`config.mk`:
```
export PLATFORM = sky130hd
export DESIGN_NAME = sys_mem_arbiter_flat
export DESIGN_NICKNAME = d
export VERILOG_FILES = /design/src/rtl/sys_mem_arbiter_pkg.sv /design/src/rtl/sys_mem_arbiter_if.sv /design/src/rtl/sys_mem_arbiter_rr_picker.sv /design/src/rtl/sys_mem_arbiter.sv /design/src/flat_wrapper.sv
export SDC_FILE = /design/constraint.sdc
export NUM_CORES = 1
export LEC_CHECK = 0
export BUFFER_PORTS_ARGS = -buffer_cell sky130_fd_sc_hd__buf_4
export CAP_MARGIN = 0
export CORE_AREA = 2 2 132 134
export DETAILED_ROUTE_END_ITERATION = 10
export DIE_AREA = 0 0 134 136
export SYNTH_ARGS = -nofsm -noshare
export SYNTH_HDL_FRONTEND = slang
export SYNTH_SLANG_ARGS = --single-unit
```
`constraint.sdc`:
```
create_clock -name CLK -period 3.04 [get_ports CLK]
set_input_delay 0.304 -clock CLK [delete_from_list [all_inputs] [get_ports CLK]]
set_output_delay 0.304 -clock CLK [all_outputs]
set_load 0.05 [all_outputs]
```
`src/rtl/sys_mem_arbiter_pkg.sv`:
```
// Shared types and helpers for the system memory arbiter and its sub-blocks.
package sys_arb_pkg;

  typedef enum logic [1:0] {
    IDLE  = 2'd0,
    GRANT = 2'd1,
    TB    = 2'd2
  } arb_state_t;

  // Index width for n channels; a single channel still needs one bit.
  function automatic int GRANT_W(input int n);
    return (n <= 1) ? 1 : $clog2(n);
  endfunction

endpackage

```
`src/rtl/sys_mem_arbiter_if.sv`:
```
// Requester-side bus of the memory arbiter: per-channel requests in, one-hot ack and shared read data out.
interface sys_mem_arbiter_if #(
  parameter int NREQ   = 2,
  parameter int ADDR_W = 32,
  parameter int DATA_W = 32
);
  logic [NREQ-1:0]        req_ren;
  logic [NREQ-1:0]        req_wen;
  logic [NREQ*ADDR_W-1:0] req_addr;
  logic [NREQ*DATA_W-1:0] req_store;
  logic [NREQ-1:0]        req_ack;
  logic [DATA_W-1:0]      req_load;

  modport master (
    output req_ren, req_wen, req_addr, req_store,
    input  req_ack, req_load
  );

  modport slave (
    input  req_ren, req_wen, req_addr, req_store,
    output req_ack, req_load
  );
endinterface

```
`src/rtl/sys_mem_arbiter_rr_picker.sv`:
```
// Combinational round-robin picker: first set bit of req at or after ptr, wrapping modulo NREQ.
module rr_picker
  import sys_arb_pkg::*;
#(
  parameter int NREQ = 2,
  localparam int GW  = GRANT_W(NREQ)
) (
  input  logic [NREQ-1:0] req,
  input  logic [GW-1:0]   ptr,
  output logic            valid,
  output logic [GW-1:0]   idx
);

  // Scan from the farthest candidate back to ptr so the nearest requester wins.
  always_comb begin
    logic [GW:0]   cand;
    logic [GW-1:0] cidx;
    valid = 1'b0;
    idx   = '0;
    cand  = '0;
    cidx  = '0;
    for (int k = NREQ - 1; k >= 0; k--) begin
      cand  = {1'b0, ptr} + (GW + 1)'(k);
      cand  = (cand >= (GW + 1)'(NREQ)) ? cand - (GW + 1)'(NREQ) : cand;
      cidx  = cand[GW-1:0];
      idx   = req[cidx] ? cidx : idx;
      valid = valid | req[cidx];
    end
  end

endmodule

```
`src/rtl/sys_mem_arbiter.sv`:
```
// Round-robin memory front end: NREQ requesters plus a testbench override onto one RAM port,
// with a grant watchdog and a clock-enable strobe for the cores.
module sys_mem_arbiter
  import sys_arb_pkg::*;
#(
  parameter int NREQ    = 2,
  parameter int ADDR_W  = 32,
  parameter int DATA_W  = 32,
  parameter int CLKDIV  = 2,
  parameter int TIMEOUT = 64,
  localparam int GW     = GRANT_W(NREQ)
) (
  input  logic              CLK,
  input  logic              nrst,
  sys_mem_arbiter_if.slave  bus,
  input  logic              tb_ctrl,
  input  logic              tb_ren,
  input  logic              tb_wen,
  input  logic [ADDR_W-1:0] tb_addr,
  input  logic [DATA_W-1:0] tb_store,
  output logic              ram_ren,
  output logic              ram_wen,
  output logic [ADDR_W-1:0] ram_addr,
  output logic [DATA_W-1:0] ram_store,
  input  logic [DATA_W-1:0] ram_load,
  input  logic              ram_ready,
  output logic              cpu_en,
  output logic [GW-1:0]     grant_id,
  output logic              busy,
  output logic              timeout_err
);

  localparam int WD_W  = $clog2(TIMEOUT);
  localparam int DIV_W = (CLKDIV <= 1) ? 1 : $clog2(CLKDIV);

  arb_state_t        state;
  logic [GW-1:0]     rr_ptr;
  logic [WD_W-1:0]   wdog;
  logic [DIV_W-1:0]  div_cnt;
  logic [NREQ-1:0]   req_any;
  logic [NREQ-1:0]   ack;
  logic              pick_valid;
  logic [GW-1:0]     pick_idx;
  logic [GW-1:0]     next_ptr;
  logic              g_active;
  logic              div_hit;
  logic [ADDR_W-1:0] ch_addr  [NREQ];
  logic [DATA_W-1:0] ch_store [NREQ];

  for (genvar i = 0; i < NREQ; i++) begin : g_unpack
    assign ch_addr[i]  = bus.req_addr[i*ADDR_W +: ADDR_W];
    assign ch_store[i] = bus.req_store[i*DATA_W +: DATA_W];
  end

  assign req_any  = bus.req_ren | bus.req_wen;
  assign g_active = req_any[grant_id];
  assign next_ptr = (grant_id == GW'(NREQ - 1)) ? '0 : grant_id + 1'b1;
  assign div_hit  = (div_cnt == DIV_W'(CLKDIV - 1));
  assign busy     = (state != IDLE);

  // Gated by nrst so that CLKDIV=1 still reads 0 while reset is held.
  assign cpu_en       = nrst & (state != TB) & div_hit;
  assign bus.req_ack  = ack;
  assign bus.req_load = ram_load;

  rr_picker #(.NREQ(NREQ)) u_picker (
    .req   (req_any),
    .ptr   (rr_ptr),
    .valid (pick_valid),
    .idx   (pick_idx)
  );

  // RAM port steering and completion ack for the current owner.
  always_comb begin
    ram_ren   = 1'b0;
    ram_wen   = 1'b0;
    ram_addr  = '0;
    ram_store = '0;
    ack       = '0;
    case (state)
      GRANT: begin
        ram_wen       = bus.req_wen[grant_id];
        ram_ren       = bus.req_ren[grant_id] & ~bus.req_wen[grant_id];
        ram_addr      = ch_addr[grant_id];
        ram_store     = ch_store[grant_id];
        ack[grant_id] = ram_ready & g_active;
      end
      TB: begin
        ram_ren   = tb_ren;
        ram_wen   = tb_wen;
        ram_addr  = tb_addr;
        ram_store = tb_store;
      end
      default: begin
        ram_ren   = 1'b0;
        ram_wen   = 1'b0;
        ram_addr  = '0;
        ram_store = '0;
      end
    endcase
  end

  // Arbitration FSM with watchdog; an abort leaves rr_ptr alone, completion and timeout advance it.
  always_ff @(posedge CLK or negedge nrst) begin
    if (!nrst) begin
      state       <= IDLE;
      rr_ptr      <= '0;
      grant_id    <= '0;
      wdog        <= '0;
      timeout_err <= 1'b0;
    end else begin
      timeout_err <= 1'b0;
      case (state)
        IDLE: begin
          wdog <= '0;
          if (tb_ctrl) begin
            state <= TB;
          end else if (pick_valid) begin
            grant_id <= pick_idx;
            state    <= GRANT;
          end else begin
            state <= IDLE;
          end
        end
        GRANT: begin
          if (!g_active) begin
            wdog  <= '0;
            state <= IDLE;
          end else if (ram_ready) begin
            rr_ptr <= next_ptr;
            wdog   <= '0;
            state  <= IDLE;
          end else if (wdog == WD_W'(TIMEOUT - 1)) begin
            timeout_err <= 1'b1;
            rr_ptr      <= next_ptr;
            wdog        <= '0;
            state       <= IDLE;
          end else begin
            wdog <= wdog + 1'b1;
          end
        end
        TB: begin
          if (!tb_ctrl) begin
            state <= IDLE;
          end else begin
            state <= TB;
          end
        end
        default: begin
          state <= IDLE;
        end
      endcase
    end
  end

  // Clock-enable divider; frozen while the testbench owns the RAM.
  always_ff @(posedge CLK or negedge nrst) begin
    if (!nrst) begin
      div_cnt <= '0;
    end else if (state == TB) begin
      div_cnt <= div_cnt;
    end else if (div_hit) begin
      div_cnt <= '0;
    end else begin
      div_cnt <= div_cnt + 1'b1;
    end
  end

endmodule

```
`src/flat_wrapper.sv`:
```
// flat-port wrapper written by rule: the top's interface ports become plain ports
module sys_mem_arbiter_flat import sys_arb_pkg::*;
#(
  parameter int NREQ    = 2,
  parameter int ADDR_W  = 32,
  parameter int DATA_W  = 32,
  parameter int CLKDIV  = 2,
  parameter int TIMEOUT = 64,
  localparam int GW     = GRANT_W(NREQ)
)
  (CLK, nrst, tb_ctrl, tb_ren, tb_wen, tb_addr, tb_store, ram_ren, ram_wen, ram_addr, ram_store, ram_load, ram_ready, cpu_en, grant_id, busy, timeout_err, bus_req_ren, bus_req_wen, bus_req_addr, bus_req_store, bus_req_ack, bus_req_load);
  sys_mem_arbiter_if #(.NREQ(NREQ), .ADDR_W(ADDR_W), .DATA_W(DATA_W)) bus_i ();
  input  logic CLK;
  input  logic nrst;
  input  logic tb_ctrl;
  input  logic tb_ren;
  input  logic tb_wen;
  input  logic [ADDR_W-1:0] tb_addr;
  input  logic [DATA_W-1:0] tb_store;
  output logic ram_ren;
  output logic ram_wen;
  output logic [ADDR_W-1:0] ram_addr;
  output logic [DATA_W-1:0] ram_store;
  input  logic [DATA_W-1:0] ram_load;
  input  logic ram_ready;
  output logic cpu_en;
  output logic [GW-1:0] grant_id;
  output logic busy;
  output logic timeout_err;
  input wire logic [$bits(bus_i.req_ren)-1:0] bus_req_ren;
  input wire logic [$bits(bus_i.req_wen)-1:0] bus_req_wen;
  input wire logic [$bits(bus_i.req_addr)-1:0] bus_req_addr;
  input wire logic [$bits(bus_i.req_store)-1:0] bus_req_store;
  output wire logic [$bits(bus_i.req_ack)-1:0] bus_req_ack;
  output wire logic [$bits(bus_i.req_load)-1:0] bus_req_load;
  assign bus_i.req_ren = bus_req_ren;
  assign bus_i.req_wen = bus_req_wen;
  assign bus_i.req_addr = bus_req_addr;
  assign bus_i.req_store = bus_req_store;
  assign bus_req_ack = bus_i.req_ack;
  assign bus_req_load = bus_i.req_load;
  sys_mem_arbiter #(.NREQ(NREQ), .ADDR_W(ADDR_W), .DATA_W(DATA_W), .CLKDIV(CLKDIV), .TIMEOUT(TIMEOUT)) u_core (.CLK(CLK), .nrst(nrst), .bus(bus_i), .tb_ctrl(tb_ctrl), .tb_ren(tb_ren), .tb_wen(tb_wen), .tb_addr(tb_addr), .tb_store(tb_store), .ram_ren(ram_ren), .ram_wen(ram_wen), .ram_addr(ram_addr), .ram_store(ram_store), .ram_load(ram_load), .ram_ready(ram_ready), .cpu_en(cpu_en), .grant_id(grant_id), .busy(busy), .timeout_err(timeout_err));
endmodule
```
== Yosys cells after proc, flatten, opt, wreduce, memory -nomap -nowiden ==
Index checks and enable logic that the tools add are counted.

* Add/sub/neg operators: 6
* $lt $le $gt $ge: 7
* Equal/unequal tests: 5
* Muxes and demuxes: 46
* Bitwise gates (word level): 10
* Reduce and logical (&&, ||, !) cells: 7

{| class="wikitable"
|+ Operators with widths
! kind !! count
|-
| $mux W32 || 6
|-
| $pmux W32 S2 || 2
|-
| $mux W1 || 24
|-
| $mux W6 || 3
|-
| $mux W2 || 6
|-
| $pmux W6 S2 || 1
|-
| $add A6 B1 Y6 const B || 1
|-
| $eq A6 B6 Y1 const B || 1
|-
| $lt A1 B2 Y1 const B || 3
|-
| $pmux W2 S3 || 1
|-
| $reduce_and A3 Y1 || 2
|-
| $reduce_bool A2 Y1 || 3
|-
| $and A1 B1 Y1 || 4
|-
| $ge A2 B2 Y1 const B || 2
|-
| $ne A4 B4 Y1 const B || 1
|-
| $pmux W1 S2 || 2
|-
| $add A1 B1 Y1 const B || 2
|-
| $add A1 B1 Y2 const B || 1
|-
| $and A2 B2 Y2 || 1
|-
| $eq A2 B1 Y1 const B || 1
|-
| $eq A2 B2 Y1 const B || 1
|-
| $ge A1 B2 Y1 const B || 1
|-
| $logic_not A2 Y1 || 1
|-
| $ne A2 B2 Y1 const B || 1
|-
| other kinds (8) || 10
|}

* Flip-flop bits (word level): 12
* Output and inout port bits: 104

== Logic depth before layout (Yosys ltp) ==
Gate-level depths: netlist of the first run.

* Depth after elaboration: 9
* Depth in mapped cells: 8
* Mapped depth without buffers: 6

== By module ==
Synthesis of the first run repeated with hierarchy kept, for this count alone.

* Cell total of the unflattened synthesis: 393
* Area total of the unflattened synthesis: 2731.4 µm²

{| class="wikitable"
|+ By module, submodules not included
! module !! instances !! cells each !! area each (µm²) !! sequential area each (µm²)
|-
| sys_mem_arbiter || 1 || 390 || 2713.9 || 300.3
|-
| rr_picker || 1 || 3 || 17.5 || 0.0
|}

== Worst setup path before layout of the first run ==
Ideal clock, no wire load.

* Kind: reg2out
* Start point: reg u_core.state[1]
* End point: out bus_req_ack[0]
* Data arrival time: 2.731 ns
* Data required time: 2.736 ns
* Slack: 0.005 ns
* Stages on the path, launching flop included: 7
* Path through: dfrtp_1 -> inv_1 -> ha_1 -> inv_2 -> buf_6 -> clkbuf_1 -> nor4b_1

* Longest elaborated chain between the ends: 2

{| class="wikitable"
|+ Ends and longest elaborated chain
! item !! line !! text
|-
| start: declaration || sys_mem_arbiter.sv:36 || <nowiki>arb_state_t state;</nowiki>
|-
| start signal: assignment || sys_mem_arbiter.sv:106 || <nowiki>state <= IDLE;</nowiki>
|-
| start signal: assignment || sys_mem_arbiter.sv:117 || <nowiki>state <= TB;</nowiki>
|-
| start signal: assignment || sys_mem_arbiter.sv:120 || <nowiki>state <= GRANT;</nowiki>
|-
| $eq A2 B1 Y1 || sys_mem_arbiter.sv:80 || <nowiki>case (state)</nowiki>
|-
| $mux W2 || sys_mem_arbiter.sv:80 ||
|-
| end: declaration || flat_wrapper.sv:34 || <nowiki>output wire logic [$bits(bus_i.req_ack)-1:0] bus_req_ack;</nowiki>
|}

No other way between the ends.

== Worst setup path after layout of the first run ==
* Start point: reg u_core.state[1]
* End point: out ram_store[6]

* Longest elaborated chain between the ends: 2
* Elaborated cells between the ends (all ways): 3
* Those cells by class: eq/ne: 2; mux: 1

{| class="wikitable"
|+ Ends and longest elaborated chain
! item !! line !! text
|-
| $eq A2 B2 Y1 / $eq A2 B1 Y1 (equally long branches) || sys_mem_arbiter.sv:80 ||
|-
| $pmux W32 S2 * || sys_mem_arbiter.sv:80 ||
|-
| end: declaration || flat_wrapper.sv:23 || <nowiki>output logic [DATA_W-1:0] ram_store;</nowiki>
|}

Mark *: on every way between the ends. The rest lies on a longest branch, timed or not.

==> metrics list, run 1 <==
- In the final routed layout, each cell accounts on average for 13.4 µm.
- The sequential cells in the finished layout cover a total of 304 µm².
- Count of fill cells added during filler insertion: 1,841
- Wires add up to 11.3 mm.
- The worst setup path is captured at a primary output.
* Unrepaired setup endpoints after global routing: false
* Synthesis warning total: 0
* Pwr Density: 800 mW/mm²
- Once detailed placement completed, the half-perimeter wirelength came to 8.83 mm.
- Setup violations remaining at the end of the flow were counted as 0.
- Worst path max stage delay: 0.49 ns
- Overall global routing resource usage: 11.1%
- Result of the run: complete, no violations
- Max-slew violation count: 0
* I/O Buffers: 273
- Routability-driven placement finished with a final weighted congestion of 0.751.
- Based on the critical path, the design can be clocked at up to 0.396 GHz.
- The initialized floorplan defines 48 standard-cell rows.
* Number of antenna violations at the first check in global routing: 0
- The repair_antennas step left the layout with diodes totalling 0.
- Across the run, the number of max-cap violations was 0.
* Number of clock sinks seen by CTS: 12
* Die area: 0.0182 mm²
- Starting density of the core: 16.2%
* CTS H-tree lvls: 1
- Final routed DRC violation total: 0
- Iteration count of the initial detailed-routing pass: 4
- TritonCTS built the clock tree.
- For this block, the via count after detailed routing is 3,505.
- Post-synthesis net count: 636
- Ratio of routed vias to standard cells: 4.15
* Global-route wire length before repair: 16.5 mm
- From synthesis to final layout, the design area changed by 77.5%.
- Total global routing overflow: 0
* Buffering stage count on the worst path with inverters included: 3
* CP max stage cell: inv_4
* PnR Total Power: 3.89 mW
- Counting flops and latches in the post-synthesis netlist gives 12.
- Category of the most critical setup path: register to primary output
- Nature of the critical path startpoint: register
* Vias in the first global route: 3,260
- The core region is 0.0169 mm².
* Final worst-path cycle share: 83.2%
* Cells after Synth: 398
- The min-delay analysis places its worst path in the category input port to register.
- Req. time, crit path: 2.74 ns
- Routed Antenna Nets: 0
- Vertical extent of the die: 136 µm
* Post-synth cell types: 38
- Transition time of the tightest slew-check pin: 0.670 ns
- Entering global routing, the biggest net connects 69 pins.
- Data arrival at the endpoint of the critical path: 2.22 ns
- Clock root cell: clkbuf_16
- Cell chain of the critical path: inv_1 -> ha_1 -> inv_4 -> o21ai_0 -> and2_1 -> buf_4
* Post-Route Skew: 0.00225 ns
- Across the VDD grid, the largest voltage drop is 557 µV.
* Top fanout value on the critical path: 68
* Post-CTS Repair Setup Buffers: 0
* Fraction of final layout cells with drive strength greater than 1: 46.9%
* Worst slew slack as a fraction of its limit: 55.4%
- Subtracting the final worst setup slack from the clock period gives 2.53 ns.
* Clock latency of the later-clocked register in the worst-skew pair: 0.25 ns
- After routing, the total negative slack on setup checks comes to 0 ns.
- From left edge to right edge, the die measures 134 µm.
- The number of hold violations in the final report was 0.
* Setup Slack @ Placement: 0.340 ns
- Grouping stages by cell kind, the critical path spends the most delay in buffers and inverters.
- Post-layout net count: 859
- For this run, the register share of the synthesized area comes to 11.0%.
- The analysis attributes to cell leakage a power of 2.52 nW.
- Mean Syn Cell Area: 6.88 µm²
- The multi-input combinational cells in the finished layout cover a total of 0.00202 mm².
* I/O pins: 338
- After clock tree synthesis, the clock-pin slew on the worst setup and hold paths is 0.04 ns.
- No sink is reached through more buffers than the 2 on the longest clock path.
* CTS buffer count: 3
- Crit path setup slack, layout: 0.512 ns
- In this run the cell area of the synthesized design comes to 0.00274 mm².
- Number of DRC markers after the initial detailed-route iteration: 140
## per-layer routing
metal | share of wire, % | routed length (µm) | GRT usage, % | up-vias
li1 | - | - | - | 1762
met1 | 39 | 4380 | 12.9 | 1575
met2 | 50 | 5690 | 20.5 | 144
met3 | 8.3 | 942 | 2.39 | 24
met4 | 2.3 | 265 | 3.01 | 0
met5 | 0 | 0 | 0 | -
## worst min-delay path, delay by kind of cell
family / cells / cell delay (ns)
AO/OA/AOI/OAI: 1 / 0.06
multiplexers: 1 / 0.07
buffers and inverters: 1 / 0.11
## timing repair
action / 4_1_cts / 5_1_grt
hold endpoints to repair: 12 / 0
endpoints found under the setup margin: 0 / 1
hold buffers: 1 / 0
resized for setup: 0 / 2
## worst paths after layout
check / startpoint / end / slack [ns] / depth (start not counted)
hold / removal: tb_ctrl / u_core.state[1] / 0.35 / 3
setup / recovery: u_core.state[1] / ram_store[6] / 0.51 / 6
max in group asynchronous: nrst / u_core.grant_id / 2.42 / 2
setup reg to reg: u_core.state[1] / u_core.wdog[5] / 1.11 / 6
min in group asynchronous: nrst / u_core.state[0] / 0.44 / 2
hold reg to reg: u_core.div_cnt / u_core.div_cnt / 0.48 / 1
## logic make-up after synthesis
group           count (synthesis)  synth area share [%]
flops                          12                  11.0
xor+xnor                        1                 0.320
simple gates                  157                  29.2
buf+inv                        70                  15.3
compound gates                 87                  17.9
mux                            67                  24.5
fa+ha+maj                       4                  1.83
## cell usage after synthesis
master | instances | area (µm²)
a2111o_1 | 1 | 11.3
a2111oi_4 | 1 | 27.5
a211oi_1 | 1 | 7.51
a21o_1 | 1 | 7.51
a21oi_1 | 4 | 20.0
a22o_1 | 1 | 8.76
a22oi_1 | 1 | 7.51
a31oi_1 | 1 | 6.26
and2_1 | 65 | 407
and3_1 | 3 | 18.8
and4_1 | 1 | 8.76
buf_2 | 2 | 10.0
buf_4 | 39 | 293
buf_6 | 1 | 11.3
clkbuf_1 | 20 | 75.1
dfrtp_1 | 12 | 300
ha_1 | 4 | 50.1
inv_1 | 7 | 26.3
inv_2 | 1 | 3.75
mux2i_1 | 67 | 671
nand2_1 | 70 | 263
nand2_2 | 1 | 6.26
nand2b_1 | 1 | 6.26
nand3_1 | 3 | 15.0
nor2_1 | 7 | 26.3
nor2b_1 | 1 | 6.26
nor3_1 | 2 | 10.0
nor3_2 | 1 | 10.0
nor4b_1 | 1 | 8.76
nor4b_2 | 1 | 15.0
o211ai_1 | 1 | 7.51
o21ai_0 | 68 | 340
o21ai_1 | 3 | 15.0
o21bai_1 | 1 | 7.51
o22ai_1 | 1 | 6.26
o2bb2ai_1 | 1 | 8.76
o31ai_1 | 1 | 7.51
xnor2_1 | 1 | 8.76
## report_power, final
group | switching (mW) | internal [mW] | total [mW] | leakage [nW]
combinational | 2.09 | 1.20 | 3.29 | 2.32
clock | 0.0750 | 0.199 | 0.274 | 0.0442
sequential | 0.122 | 0.201 | 0.322 | 0.157
## area by class of cell
cell class	count	area share [%]
sequential	12	6.25
timing repair buffer	280	43.8
tap	225	5.79
inverter	8	0.669
clock buffer	4	1.83
multi-input combinational	316	41.6
## registers in the layout, summed over array words and instances, names as in the netlist
name,flops
u_core.div_cnt,1
u_core.grant_id,1
u_core.rr_ptr,1
u_core.state,2
u_core.timeout_err,1
u_core.wdog,6
## cells in the final DEF (no fill, tap or decap), types with 2 or more instances in the layout
| master | count |
|---|---|
| buf_4 | 277 |
| nand2_1 | 70 |
| o21ai_0 | 68 |
| mux2i_1 | 67 |
| and2_1 | 65 |
| dfrtp_1 | 11 |
| inv_1 | 7 |
| nor2_1 | 7 |
| a21oi_1 | 4 |
| and3_1 | 3 |
| nand3_1 | 3 |
| o21ai_1 | 3 |
| clkbuf_16 | 3 |
| nor3_1 | 2 |
| ha_2 | 2 |
| ha_1 | 2 |
| buf_12 | 2 |
## metrics by stage
step	std cells	cell area [µm²]	hold WS, ns	utilization, %
5_1_grt	845	4860	0.375	28.8
3_3_place_gp	840	4760	0.160	28.2
2_1_floorplan	398	2740	0.00841	-
4_1_cts	845	4860	0.348	28.8
6_report	845	4860	0.352	28.8
3_5_place_dp	840	4760	0.162	28.2
Note: power is estimated with default switching activity, not from simulation.
==> inputs of run 2 (changes only) <==
Settings changed: CORE_AREA 2 2 132 134 to 2 2 131 133, DIE_AREA 0 0 134 136 to 0 0 133 135.
Clock period 3.04 ns to 2.34 ns, I/O delays scaled along.
==> run 2 against run 1 <==
  * First-iteration DRC count is 2.9% lower
  * Utilization increased by 1.1 points
  * Count of clock-buffer cells in the layout is the same
  * Global-route usage up 0.42 points
  * Final area is 0.82% higher
  * Critical endpoint is now ram_addr[22]
  * Largest power group unchanged
  * Highest routed layer unchanged
==> metrics list, run 2 (synthesis results as in run 1) <==
* Post-CTS Repair Setup Buffers: 0 (unchanged)
- Cell chain of the critical path: buf_12 -> mux2i_1 -> o21ai_0 -> and2_1 -> buf_4
* Post-Route Skew: 0.00527 ns (+0.00302 ns)
- Starting density of the core: 16.7% (+0.46 points)
* Hold Worst Slack: 0.286 ns (-0.0664 ns)
- The filler-free cell count of the finished design was 842 (-0.36%).
- Req. time, crit path: 2.11 ns (-0.63 ns)
- Largest net degree at the start of global routing: 70 (+1.4%)
- The die outline height came to 135 µm (-0.74%).
- The buffer levels on the longest clock path is 2 (unchanged).
- Unrepaired setup endpoints after global routing: false
- The proportion of layout cells with a drive suffix above 1 came to 47.1% (+0.17 points).
* Result of the run: complete, no violations
- CP max stage cell: dfrtp_4
- Static Leakage: 2.54 nW (+0.76%)
- The cell count of the worst reg-to-reg path was 4 (-2).
- The worst hold path begins at tb_ctrl.
- Count of fill cells added during filler insertion: 1,797 (-2.4%)
- N_diodes: 0 (unchanged)
- The number of global-route vias before repair came to 3,406 (+4.5%).
- CTS H-tree lvls: 1 (unchanged)
- Layout Area Growth over Synthesis: 78.9%
* Overall global routing resource usage: 11.5% (+0.42 points)
- The largest fanout on the critical path came to 25 (-63%).
* Reg-to-reg endpoint: u_core.state[1]
* Ratio of routed vias to standard cells: 4.17 (+0.47%)
- The site row count was 47 (-2.1%).
* Total global routing overflow: 0 (unchanged)
* Number of antenna violations at the first check in global routing: 0 (unchanged)
* Count of final hold-check violations: 0 (unchanged)
- The worst hold path belongs to the class input port to register.
- The clock network latency to the later pin of the worst-skew pair was 0.24 ns (about the same).
* Routed Antenna Nets: 0 (unchanged)
- Pwr Density: 1030 mW/mm² (+29%)
* Number of clock sinks seen by CTS: 12 (unchanged)
- Worst slew slack as a fraction of its limit: 67.5% (+12 points)
* Commonest cells after routing, fill and taps aside: buf_4 (276), nand2_1 (70), o21ai_0 (68)
- Leaving out fill and tap cells, the most frequent cell in the layout is buf_4.
- Final routed DRC violation total: 0 (unchanged)
* Post-CTS clock slew at the launch and capture registers of the worst setup and hold paths: 0.04 ns (about the same)
* CTS buffer count: 3 (unchanged)
- The aggregate routed wire length came to 11.4 mm (+1.1%).
- PnR Total Power: 5.04 mW (+30%)
* Final estimated routing congestion in global placement: 0.771 (+2.8%)
- Core region area: 0.0164 mm² (-2.8%)
* Peak ir drop on the vdd network: 375 µV (-33%)
* Final-report setup violation count: 0 (unchanged)
- The half-perimeter wire length of the detailed placement result was 9.07 mm (+2.6%).
- TritonCTS built the clock tree.
- Number of DRC markers after the initial detailed-route iteration: 136 (-2.9%)
- Most flops, register: u_core.wdog
* Internal reg-to-reg setup slack: 0.60 ns (-0.51 ns)
- The critical path is of the register to primary output type.
- STA classifies the critical path startpoint as a register.
- Data arrival at the endpoint of the critical path: 1.94 ns (-0.28 ns)
* Post-layout net count: 861 (+0.23%)
* Kind of cell adding the most delay to the critical path: flip-flops
- Die area: 0.0180 mm² (-1.5%)
* Worst r2r src: u_core.grant_id
- Counting I/O delays and the setup requirement, the final critical path takes 2.17 ns.
- Maximum capacitance violations: 0 (unchanged)
- The number of stages on the worst hold path is 3 (unchanged).
* Routed wirelength normalized by instance count: 13.5 µm (+1.5%)
- Upper clock frequency limit: 0.461 GHz
- The count of hold-fix buffers inserted at cts was 1 (unchanged).
- The number of flip-flops in the largest register is 6 (unchanged).
- Global-route wire length before repair: 17.2 mm (+4.1%)
- Clock tree synthesis selected as its root buffer the cell clkbuf_16.
* Iteration count of the initial detailed-routing pass: 4 (unchanged)
- Max-slew violation count: 0 (unchanged)
- The post-cts repair resize count came to 0 (unchanged).
* Final standard cell utilization of the core: 29.9% (+1.1 points)
- The die outline width was 133 µm (-0.75%).
* Largest registers: u_core.wdog x6, u_core.state x2
- Fin Setup TNS: 0 ns (unchanged)
* Buffering stage count on the worst path with inverters included: 2 (-1)
* Kind of end point of the critical path: primary output
- Transition time of the tightest slew-check pin: 0.485 ns (-0.185 ns)
- The final critical path takes up 92.8% of the cycle.
- The via count of the routed design was 3,509 (+0.11%).
* I/O pins: 338 (unchanged)
* Worst-case hold path end point: u_core.state[1]
* Placed Instances: 837 (-0.36%)
- The number of input and output port buffers inserted is 273 (unchanged).
- Worst path max stage delay: 0.68 ns (+0.19 ns)
## run 2: through the flow
stage,cell area (µm²),setup slack [ns]
floorplan,2750,0.0645
global placement,4810,0.397
detailed placement,4810,0.372
CTS,4900,0.118
global route,4900,0.0521
finish,4900,0.169
## run 2: cell type report
cell class | instances | area [µm²] | area share [%]
multi-input combinational | 316 | 2030 | 41.4
sequential | 12 | 304 | 6.20
inverter | 8 | 30.0 | 0.613
tap | 220 | 275 | 5.62
timing repair buffer | 282 | 2180 | 44.5
clock buffer | 4 | 78.8 | 1.61
## run 2: worst min-delay path, delay by kind of cell
family,cells,cell delay [ns]
AOI/OAI and AO/OA,1,0.07
buffers and inverters,1,0.11
muxes,1,0.07
## run 2: worst max-delay path by stage
stage / start / endpoint / slack (ns) / cells past startpoint
after global routing: u_core.state[0] / ram_addr[24] / 0.05 / 7
final: u_core.grant_id / ram_addr[22] / 0.17 / 5
after global placement: u_core.grant_id / ram_addr[29] / 0.40 / 5
after floorplan: u_core.state[1] / bus_req_ack[0] / 0.06 / 6
after CTS: u_core.grant_id / ram_addr[29] / 0.12 / 5
after detailed placement: u_core.grant_id / ram_addr[29] / 0.37 / 5
## run 2: power by group
part	internal [mW]	switching, mW
clock	0.229	0.0865
combinational	1.60	2.74
sequential	0.262	0.128
total	2.09	2.95
## run 2: routing by layer
layer	vias up	GRT usage [%]	share of wire, %
met5	-	0	0
met4	0	3.58	2.3
met3	29	2.33	8.8
met2	171	20.6	50
met1	1544	13.8	39
li1	1765	-	-
==> inputs of run 3 (changes only) <==
Settings changed: PLACE_DENSITY from default to 0.57.
==> run 3 against run 2 <==
  * Critical path depth did not move
  * Sequential cell count did not move
  * Utilization barely moved
  * Clock power barely moved
  * Non-clock buffer count rose by 1
  * Sequential share of layout area barely moved
  * Register-to-register slack got worse by 0.12 ns
  * Routed wire length rose by 3.1%
  * Final area rose by 0.13%
  * Via count rose by 0.77%
  * Setup slack got worse by 0.0033 ns
  * Hold slack improved by 0.025 ns
  * Critical endpoint is now ram_addr[29]
  * Largest cell class unchanged
  * Largest power group unchanged
==> metrics list, run 3 (synthesis results as in run 1) <==
- Result of the run: complete, no violations
* Worst slew slack as a fraction of its limit: 66.4% (-1.2 points)
* Combinational cell fraction of total power: 86.9% (+0.9 points)
- The number of top-level design ports came to 338 (unchanged).
* Post-Route Skew: 0.00213 ns (-0.00315 ns)
- The filler-free cell count of the finished design is 843 (+0.12%).
* Total wire length after detailed routing: 11.8 mm (+3.1%)
* Layout Area Growth over Synthesis: 79.2%
- Die area: 0.0180 mm² (unchanged)
* Routed wirelength normalized by instance count: 14.0 µm (+3.0%)
* Global-route wire length before repair: 17.5 mm (+2.0%)
- The number of vias per cell came to 4.19 (+0.65%).
- Iteration count of the initial detailed-routing pass: 4 (unchanged)
* Pwr Density: 1040 mW/mm² (+0.94%)
* Starting density of the core: 16.7% (unchanged)
- Final estimated routing congestion in global placement: 0.786 (+1.9%)
- The area of placed instances came to 0.00479 mm² (-0.36%).
- Data arrival at the endpoint of the critical path: 1.94 ns (about the same)
* PnR Total Power: 5.10 mW (+1.1%)
- The total routing resource utilization after global routing came to 11.9% (+0.43 points).
* Hold/Removal Path Class: input port to register
* Setup Slack @ Placement: -0.0256 ns (-0.397 ns)
- The maximum clock rate came to 0.460 GHz (-0.15%).
* Maximum capacitance violations: 0 (unchanged)
* Vertical extent of the die: 135 µm (unchanged)
- The count of endpoints failing setup in the final report is 0 (unchanged).
- Post-layout net count: 862 (+0.12%)
- The required arrival time at the worst endpoint is 2.11 ns (about the same).
- Placed Instances: 838 (+0.12%)
- The antenna diode instance count is 0 (unchanged).
* Most flops, register: u_core.wdog
- The slowest stage of the critical path belongs to the cell dfrtp_4.
- In this run the clock root is driven by a clkbuf_16.
* Buffering stage count on the worst path with inverters included: 2 (unchanged)
- Number of antenna violations at the first check in global routing: 0 (unchanged)
- The worst setup path is captured at a primary output.
- Internal power: 2.10 mW (+0.61%)
- Worst hold path stage count: 3 (unchanged)
- Worst path max stage delay: 0.57 ns (-0.11 ns)
- The number of nets with antenna violations after routing was 0 (unchanged).
* CTS tree: done
- Setup repair after global routing left no endpoint under its margin.
- The DRC violation count after routing was 0 (unchanged).
- Number of clock sinks seen by CTS: 12 (unchanged)
- In the layout the commonest cells are buf_4 (277), nand2_1 (70), mux2i_1 (67), o21ai_0 (67), and2_1 (65).
- Rows: 47 (unchanged)
* Largest net degree at the start of global routing: 67 (-4.3%)
* Proportion of power drawn by flip-flops and latches: 6.9% (-0.8 points)
* Category of the most critical setup path: register to primary output
- The core region area is 0.0164 mm² (unchanged).
- Die span in x: 133 µm (unchanged)
- Largest registers: u_core.wdog x6, u_core.state x2
- Internal reg-to-reg setup slack: 0.48 ns (-0.12 ns)
- The switching power came to 3.00 mW (+1.4%).
- The critical path depth in cells was 5 (unchanged).
- The number of filler cells placed in the layout came to 1,825 (+1.6%).
- Total global routing overflow: 0 (unchanged)
- The share of the core filled with cells is 29.9% (+0.038 points).
* Largest register FFs: 6 (unchanged)
- Final HPWL DP: 9.46 mm (+4.3%)
- I/O Buffers: 273 (unchanged)
- The cell area after layout was 0.00491 mm² (+0.13%).
- CTS buffer count: 3 (unchanged)
* Hold Worst Slack: 0.311 ns (+0.0250 ns)
- The via count of the routed design came to 3,536 (+0.77%).
* Fin Setup TNS: 0 ns (unchanged)
- The number of hold violations in the final report was 0 (unchanged).
* Max-slew violation count: 0 (unchanged)
- The clock transition at the registers of the reported paths came to 0.04 ns (about the same).
- Peak ir drop on the vdd network: 468 µV (+25%)
* Kind of cell adding the most delay to the critical path: flip-flops
- The clock network latency to the later pin of the worst-skew pair is 0.24 ns (about the same).
* Cell chain of the critical path: buf_12 -> mux2i_1 -> o21ai_2 -> and2_1 -> buf_4
- Leaving out fill and tap cells, the most frequent cell in the layout is buf_4.
* Transition time of the tightest slew-check pin: 0.503 ns (+0.0177 ns)
- The largest fanout on the critical path was 26 (+4.0%).
- Maximum buffer depth of the clock tree: 2 (unchanged)
- Vias in the first global route: 3,445 (+1.1%)
- The shortest clock period the worst path allows after layout is 2.17 ns (+0.00329 ns).
- Path depth of the worst reg2reg path: 7 (+3)
- Nature of the critical path startpoint: register
- The portion of total power attributed to the clock network came to 6.2% (about the same).
- The share of the clock period used by the worst path is 92.9% (+0.14 points).
- The proportion of layout cells with a drive suffix above 1 is 47.5% (+0.41 points).
- The cell leakage power came to 2.54 nW (about the same).
* Crit path setup slack, layout: 0.166 ns (-0.00329 ns)
* Number of DRC markers after the initial detailed-route iteration: 74 (-46%)
- The maximum level of the CTS H-tree came to 1 (unchanged).
* Switching part of the total power: 58.8% (+0.19 points)
==> run 3: cell count changes in the layout (fill, tap and decap cells not counted), sizes merged <==
| cell | change |
|---|---|
| buf | +1 |
==> run 3: area by class of cell <==
| cell class | count | area, µm² | share of cell area, % |
|---|---|---|---|
| Multi-Input combinational cell | 316 | 2050 | 41.7 |
| Tap cell | 220 | 275 | 5.61 |
| Sequential cell | 12 | 304 | 6.20 |
| Timing Repair Buffer | 283 | 2170 | 44.3 |
| Clock buffer | 4 | 78.8 | 1.61 |
| Inverter | 8 | 30.0 | 0.612 |
==> run 3: worst reg2reg max path, cell delays in order, from the launching register on <==
cell	delay, ns
dfrtp_1	0.37
inv_1	0.14
ha_4	0.20
inv_2	0.14
buf_6	0.21
a2111o_1	0.39
nor4b_2	0.23
a21o_1	0.11
==> run 3: power groups by stage <==
stage	Combinational (mW)	Clock, mW	Sequential (mW)
2_1_floorplan	3.23	0	0.324
3_3_place_gp	4.45	0	0.355
3_5_place_dp	4.46	0	0.355
4_1_cts	4.48	0.324	0.353
5_1_grt	4.76	0.338	0.362
6_report	4.43	0.317	0.352
==> run 3: routing by layer <==
metal	global-route usage (%)	vias to the layer above	wire, µm
met5	0	-	0
met4	3.58	0	287
met3	2.63	30	992
met2	23.3	169	6220
met1	12.8	1567	4260
li1	-	1770	-
==> run 3: worst paths after layout <==
check                                 from              end
max reg2reg                u_core.state[1]   u_core.wdog[4]
max in group asynchronous             nrst  u_core.grant_id
min                                tb_ctrl  u_core.state[1]
min in group asynchronous             nrst    u_core.rr_ptr
min reg2reg                 u_core.div_cnt   u_core.div_cnt
max                        u_core.grant_id     ram_addr[29]
==> run 3: what timing repair did <==
item / 4_1_cts / 5_1_grt
setup endpoints to repair: 2 / 45
buffers inserted: 0 / 0
cloned: 0 / 0
resized for setup: 3 / 3
hold buffers: 1 / 0
pin swaps: 0 / 0
endpoints found under the hold margin: 12 / 0
